===== src/rtl/sram_bus_arbiter_pkg.sv =====
// Shared encodings for sram_bus_arbiter: FSM states, access sizes and grant ids.
package sram_bus_arbiter_pkg;

    typedef enum logic [1:0] {
        ARB_IDLE = 2'd0,
        ARB_REQ  = 2'd1,
        ARB_RESP = 2'd2
    } arb_state_e;

    localparam logic [1:0] SZ_B = 2'd0;
    localparam logic [1:0] SZ_H = 2'd1;
    localparam logic [1:0] SZ_W = 2'd2;

    localparam logic GNT_I = 1'b0;
    localparam logic GNT_D = 1'b1;

endpackage


===== src/rtl/sram_bus_arbiter_pick.sv =====
// Combinational winner select for the I/D ports of sram_bus_arbiter.
// ARB_ROUND_ROBIN_EN selects round-robin tie breaking; otherwise D always wins ties.
module arb_pick
    import sram_bus_arbiter_pkg::*;
(
    input  logic i_req,
    input  logic d_req,
    input  logic last_gnt,
    output logic gnt_next,
    output logic gnt_valid
);

    assign gnt_valid = i_req | d_req;

`ifdef ARB_ROUND_ROBIN_EN
    // On a tie the port that did not win last time is served.
    always_comb begin
        if (i_req && d_req) begin
            gnt_next = (last_gnt == GNT_D) ? GNT_I : GNT_D;
        end else begin
            gnt_next = d_req ? GNT_D : GNT_I;
        end
    end
`else
    logic unused_last_gnt;
    assign unused_last_gnt = last_gnt;
    assign gnt_next        = d_req ? GNT_D : GNT_I;
`endif

endmodule


===== src/rtl/sram_bus_arbiter.sv =====
// Shares one SRAM-like memory port between instruction (I) and data (D) requesters,
// one outstanding transaction at a time. Optional macro: ARB_ROUND_ROBIN_EN.
module sram_bus_arbiter
    import sram_bus_arbiter_pkg::*;
#(
    parameter int ADDR_W = 32,
    parameter int DATA_W = 32,
    parameter int STRB_W = DATA_W / 8
) (
    input  logic              clk,
    input  logic              resetn,
    input  logic              i_req,
    input  logic [ADDR_W-1:0] i_addr,
    output logic              i_addr_ok,
    output logic              i_data_ok,
    output logic [DATA_W-1:0] i_rdata,
    input  logic              d_req,
    input  logic              d_wr,
    input  logic [1:0]        d_size,
    input  logic [STRB_W-1:0] d_wstrb,
    input  logic [ADDR_W-1:0] d_addr,
    input  logic [DATA_W-1:0] d_wdata,
    output logic              d_addr_ok,
    output logic              d_data_ok,
    output logic [DATA_W-1:0] d_rdata,
    output logic              m_req,
    output logic              m_wr,
    output logic [1:0]        m_size,
    output logic [STRB_W-1:0] m_wstrb,
    output logic [ADDR_W-1:0] m_addr,
    output logic [DATA_W-1:0] m_wdata,
    input  logic              m_addr_ok,
    input  logic              m_data_ok,
    input  logic [DATA_W-1:0] m_rdata,
    output arb_state_e        dbg_state
);

    // Handshake: a requester holds req and its fields until it sees addr_ok
    // (1-cycle pulse); the matching data_ok pulse later ends the transaction.
    arb_state_e        state_q, state_d;
    logic              gnt_q;
    logic              wr_q;
    logic [1:0]        size_q;
    logic [STRB_W-1:0] wstrb_q;
    logic [ADDR_W-1:0] addr_q;
    logic [DATA_W-1:0] wdata_q;
    logic              pick_gnt, pick_valid, last_gnt;
    logic              grant_en;

`ifdef ARB_ROUND_ROBIN_EN
    logic last_gnt_q;

    always_ff @(posedge clk or negedge resetn) begin
        if (!resetn) begin
            last_gnt_q <= GNT_I;
        end else if (grant_en) begin
            last_gnt_q <= pick_gnt;
        end
    end

    assign last_gnt = last_gnt_q;
`else
    assign last_gnt = GNT_I;
`endif

    arb_pick u_pick (
        .i_req     (i_req),
        .d_req     (d_req),
        .last_gnt  (last_gnt),
        .gnt_next  (pick_gnt),
        .gnt_valid (pick_valid)
    );

    always_ff @(posedge clk or negedge resetn) begin
        if (!resetn) begin
            state_q <= ARB_IDLE;
            gnt_q   <= GNT_I;
            wr_q    <= 1'b0;
            size_q  <= 2'd0;
            wstrb_q <= '0;
            addr_q  <= '0;
            wdata_q <= '0;
        end else begin
            state_q <= state_d;
            if (grant_en) begin
                gnt_q <= pick_gnt;
                if (pick_gnt == GNT_D) begin
                    wr_q    <= d_wr;
                    size_q  <= d_size;
                    wstrb_q <= d_wstrb;
                    addr_q  <= d_addr;
                    wdata_q <= d_wdata;
                end else begin
                    wr_q    <= 1'b0;
                    size_q  <= SZ_W;
                    wstrb_q <= '0;
                    addr_q  <= i_addr;
                    wdata_q <= '0;
                end
            end
        end
    end

    // addr_ok is combinational from req, so it is gated by resetn to stay low in reset.
    always_comb begin
        state_d   = state_q;
        grant_en  = 1'b0;
        i_addr_ok = 1'b0;
        d_addr_ok = 1'b0;
        i_data_ok = 1'b0;
        d_data_ok = 1'b0;
        case (state_q)
            ARB_IDLE: begin
                if (pick_valid && resetn) begin
                    grant_en  = 1'b1;
                    d_addr_ok = (pick_gnt == GNT_D);
                    i_addr_ok = (pick_gnt == GNT_I);
                    state_d   = ARB_REQ;
                end
            end
            ARB_REQ: begin
                if (m_addr_ok) state_d = ARB_RESP;
            end
            ARB_RESP: begin
                if (m_data_ok) begin
                    d_data_ok = (gnt_q == GNT_D);
                    i_data_ok = (gnt_q == GNT_I);
                    state_d   = ARB_IDLE;
                end
            end
            default: state_d = ARB_IDLE;
        endcase
    end

    assign m_req     = (state_q == ARB_REQ);
    assign m_wr      = wr_q;
    assign m_size    = size_q;
    assign m_wstrb   = wstrb_q;
    assign m_addr    = addr_q;
    assign m_wdata   = wdata_q;
    assign i_rdata   = m_rdata;
    assign d_rdata   = m_rdata;
    assign dbg_state = state_q;

endmodule


===== config.mk =====
export PLATFORM = sky130hd
export DESIGN_NAME = sram_bus_arbiter
export DESIGN_NICKNAME = d
export VERILOG_FILES = /design/src/rtl/sram_bus_arbiter_pkg.sv /design/src/rtl/sram_bus_arbiter_pick.sv /design/src/rtl/sram_bus_arbiter.sv
export SDC_FILE = /design/constraint.sdc
export NUM_CORES = 1
export LEC_CHECK = 0
export ABC_AREA = 0
export ABC_CLOCK_PERIOD_IN_PS = 2800
export BUFFER_PORTS_ARGS = -buffer_cell sky130_fd_sc_hd__buf_2
export CAP_MARGIN = 20
export CORE_MARGIN = 5
export CORE_UTILIZATION = 39
export CTS_CLUSTER_DIAMETER = 150
export DETAILED_ROUTE_END_ITERATION = 8
export GPL_TIMING_DRIVEN = 0
export PLACE_DENSITY = 0.83
export SLEW_MARGIN = 40
export SYNTH_ARGS = -nofsm -noshare
export SYNTH_HDL_FRONTEND = slang
export SYNTH_SLANG_ARGS = --single-unit

===== constraint.sdc =====
create_clock -name clk -period 2.8 [get_ports clk]
set_input_delay 0.28 -clock clk [delete_from_list [all_inputs] [get_ports clk]]
set_output_delay 0.28 -clock clk [all_outputs]
set_load 0.02 [all_outputs]

**Word level (Yosys, flattened, before mapping)**

Index checks and enable logic that the tools add are counted.

- Add/subtract/negate cells: 0
- Multipliers: 0
- Divide/modulo/power cells: 0
- Order comparisons: 0
- Equal/unequal tests: 5
- Shift-type cells: 0
- Multiplexer cells: 20
- Bitwise operators: 3
- Reductions and logical operators: 3

Operators by type and width:

| cell | count |
|---|---|
| 2-to-1 mux 32 bit | 2 |
| 2-to-1 mux 1 bit | 12 |
| 2-to-1 mux 2 bit | 4 |
| one-hot mux 2 bit (3 select lines) | 1 |
| 2-to-1 mux 4 bit | 1 |
| inequality test 2 bit, second input constant | 2 |
| AND reduction 3 bit | 1 |
| equality test 2 x 1 -> 1 bit, second input constant | 1 |
| equality test 2 bit, second input constant | 1 |
| zero test 2 bit | 1 |
| inequality test 2 x 1 -> 1 bit, second input constant | 1 |
| NOT 1 bit | 2 |
| logical AND 1 bit | 1 |
| bitwise OR 1 bit | 1 |

- Bits in registers: 74
- Bits in latches: 0
- Bits in writable memories: 0
- Memory bits (read-only): 0
- Bits of input ports: 141
- Output and inout port bits: 142
- Word-level logic and storage cells: 38
- Memories kept: 0

**Logic depth before layout (Yosys ltp)**

- Word-level depth: 4
- Mapped depth: 5
- Gate-level depth less buffers: 3

**By module**

Synthesis repeated with hierarchy kept, for this count alone.

- Cells, all modules: 348
- Area total of the unflattened synthesis: 4,015.1 um2

Modules (own cells, without submodules):

| module | instances | cells an instance | area each (um2) | sequential area each (um2) |
|---|---|---|---|---|
| sram_bus_arbiter | 1 | 346 | 4,001.3 | 1,851.8 |
| arb_pick | 1 | 2 | 13.8 | 0.0 |

**Worst setup path after synthesis**

Ideal clock, no wire load.

- Path kind: register to output
- From: register state_q[1] (netlist: dbg_state[1])
- To: output i_addr_ok
- Arrival: 1.495 ns
- Data required time: 2.520 ns
- Slack: 1.025 ns
- Cell stages (with the launch flop): 5
- Buffers on the path: 2
- Cell sequence: dfrtp_1 nor4b_2 buf_4 buf_6 nor2b_1

- Word-level cells in the longest chain between the ends: 2

RTL lines:

| item | line | text |
|---|---|---|
| from (decl) | sram_bus_arbiter.sv:40 | `arb_state_e state_q, state_d;` |
| from (signal assigned) | sram_bus_arbiter.sv:84 | `state_q <= state_d;` |
| zero test 2 bit | sram_bus_arbiter.sv:112 | `case (state_q)` |
| 2-to-1 mux 1 bit | sram_bus_arbiter.sv:112 |  |
| to (decl) | sram_bus_arbiter.sv:14 | `output logic i_addr_ok,` |

No other way between the ends.

**Worst setup path in the final report**

- From: input resetn
- To: output d_addr_ok

- Word-level cells in the longest chain between the ends: 3

RTL lines:

| item | line | text |
|---|---|---|
| from (decl) | sram_bus_arbiter.sv:11 | `input logic resetn,` |
| logical AND 1 bit | sram_bus_arbiter.sv:114 | `if (pick_valid && resetn) begin` |
| 2-to-1 mux 1 bit | sram_bus_arbiter.sv:114 |  |
| 2-to-1 mux 1 bit | sram_bus_arbiter.sv:112 |  |
| to (decl) | sram_bus_arbiter.sv:23 | `output logic d_addr_ok,` |

No other way between the ends.

==> metrics.cfg <==
[sta]
fmax_mhz=383
drv_slew=0
setup_viol=0
clock-skew-final_ns=0.00645
final.min_clock_period_ns=2.61
rsz0062_at_grt=false
slew_headroom=0.641
hold_viol=0
worst_pin_slew_ns=0.539
finalCritPeriodShare=0.934

[die]
io_pins=283
dieArea_sq_um=12200
start_util=0.402
core_sq_um=9770
std_cell_rows=36
die_y_um=110
fp.dieW_um=110

[clocking]
htree_levels=3
cts-root-buf=clkbuf_8
clock-sinks=74
path_clk_slew_ns=0.08
worst_skew_pair.late_latency_ns=0.34
cts_setup_buffers=0
tritoncts=done
cts_buffers=9
cts_buffer_depth=2

[yosys]
syn_inst=348
ys_seq_elements=74
synth.distinct_cells=17
yosysSeqAreaShare=0.472
synth_nets=489
synth.largest_area_cell=dfrtp_1
synthTopCellsByArea=dfrtp_1, mux2_2, buf_4, mux2i_1, inv_1
avgSynthCellArea_sq_um=11.3
synth_warnings=0
netlist_area_sq_um=3930
synth_top_area_share=0.472

[power_and_ir_drop]
vdd_ir_drop_max_mv=0.439
power.leakage_nw=3.05
pwr_density_cell_nw_per_um2=908

[finish]
antenna-diode-count=0
area.sequential_sq_um=1850
drive_above_1_share=0.664
n_fill_cell=843
areaGrowthSynthToFinish_pct=41.8
multiInputGateArea_sq_um=1350
final_nets=752
layout.cells.non_filler=749
fin_util=0.569

[worst_setup_path]
critical_path_class=primary input to output pin
critical_path_peak_fanout=34
worstRegToRegCells=4
required_ns=2.52
worstPathArrival_ns=2.33
end_kind=output pin
cp-start-kind=primary input

[grt]
grt_max_degree=43
overflow=0
grt-busiest-layer=met2
grt_pass1_wl_um=16600
use_met1=0.196
grt_pass1_vias=3390
grt_util_met3=0.0419
grtUsageMet2=0.333
antenna_found_initial=0
grt_use_total=0.180

[routing]
drt-initial-drc-count=92
wl_per_cell_um=15.6
first_pass_iters=4
via_per_inst=4.31
wirelength_um=11700
vias=3228
postRouteAntennaNets=0
drc_errors=0

[run_status]
status=finished clean

[worst_hold_path]
hold_class=primary input to register
hold_depth=3

[placed_design]
place_inst=732
gp_congestion=0.768
place_hpwl_um=9590
port_buffers=250

[flow_run]
cap_violations=0

[critical path, cell delays in order]
cell,delay (ns)
dlygate4sd3_1,0.54
buf_6,0.29
nor4b_2,0.37
buf_4,0.28
buf_4,0.24
and2_1,0.15
buf_2,0.16
[layer usage]
| layer | part of all wire | vias up |
|---|---|---|
| met2 | 0.53 | 148 |
| li1 | - | 1575 |
| met4 | 0.018 | 0 |
| met1 | 0.36 | 1489 |
| met3 | 0.094 | 16 |
| met5 | 0 | - |
[registers in the layout, indices dropped and copies added (netlist names)]
register	flops
m_wstrb	4
m_size	2
dbg_state	2
gnt_q	1
m_wr	1
m_wdata	32
m_addr	32
[kinds of logic after synthesis]
kind of cell    Yosys count  synth area share
simple gates             48            0.0526
flops                    74             0.472
mux                     104             0.286
buf+inv                 120             0.185
compound gates            2           0.00415
[synth_stat cells]
cell type	n
a21o_1	1
a22o_1	1
and2_1	1
and3_1	1
buf_2	5
buf_4	70
buf_6	1
clkbuf_1	4
dfrtp_1	74
inv_1	40
mux2_2	66
mux2i_1	38
nand2_1	39
nand2b_1	1
nor2_1	2
nor2b_1	3
nor4b_2	1
[final timing paths]
| path | endpoint | slack [ns] | start |
|---|---|---|---|
| worst max-delay path | d_addr_ok | 0.19 | resetn |
| worst min-delay path | m_wr$_DFFE_PN0P_ | 0.18 | d_wr |
| max in group asynchronous | m_wdata[6]$_DFFE_PN0P_ | 1.89 | resetn |
| worst min register to register | m_addr[1]$_DFFE_PN0P_ | 0.50 | m_addr[1]$_DFFE_PN0P_ |
| min in group asynchronous | m_wdata[29]$_DFFE_PN0P_ | 0.39 | resetn |
| worst max register to register | m_addr[5]$_DFFE_PN0P_ | 1.10 | dbg_state[1]$_DFFE_PN0P_ |
[cell type report]
type | instances | share of cell area
well taps | 133 | 0.0299
multi-input cells | 154 | 0.242
plain buffers | 80 | 0.104
clock inverters | 6 | 0.0103
clock buffers | 10 | 0.0229
inverters | 40 | 0.0270
repair buffers | 252 | 0.231
flip-flops and latches | 74 | 0.333
[placed cells by master, fill, tap and decap left out, types with 2 or more instances in the layout]
| cell | n |
|---|---|
| mux2_2 | 66 |
| clkbuf_1 | 5 |
| nand2_1 | 39 |
| dfrtp_1 | 74 |
| mux2i_1 | 38 |
| clkbuf_8 | 9 |
| nor2_1 | 2 |
| nor2b_1 | 3 |
| buf_2 | 254 |
| buf_4 | 70 |
| buf_6 | 2 |
| inv_1 | 40 |
| clkinv_2 | 4 |
[per-stage QoR]
| step | setup WS, ns | hold slack, ns | area, sq um | total power, mW | TNS [ns] |
|---|---|---|---|---|---|
| 2_1_floorplan | 1.02 | -0.0156 | 3930 | 3.38 | 0 |
| 3_3_place_gp | -0.375 | 0.486 | 5340 | 4.23 | -6.62 |
| 3_5_place_dp | 0.725 | 0.188 | 5370 | 4.32 | 0 |
| 4_1_cts | 0.162 | 0.149 | 5560 | 5.14 | 0 |
| 5_1_grt | 0.0437 | 0.158 | 5560 | 5.37 | 0 |
| 6_report | 0.186 | 0.176 | 5560 | 5.05 | 0 |
[report_power, final]
| group | switching (mW) | internal, mW |
|---|---|---|
| sequential | 0.269 | 1.58 |
| clock | 0.383 | 0.405 |
| combinational | 1.43 | 0.981 |
[what timing repair did]
action	in CTS	in global routing
hold buffers	1	0
resized for setup	0	0
hold endpoints to repair	32	0
endpoints found under the setup margin	0	0
Note: power is estimated with default switching activity, not from simulation.
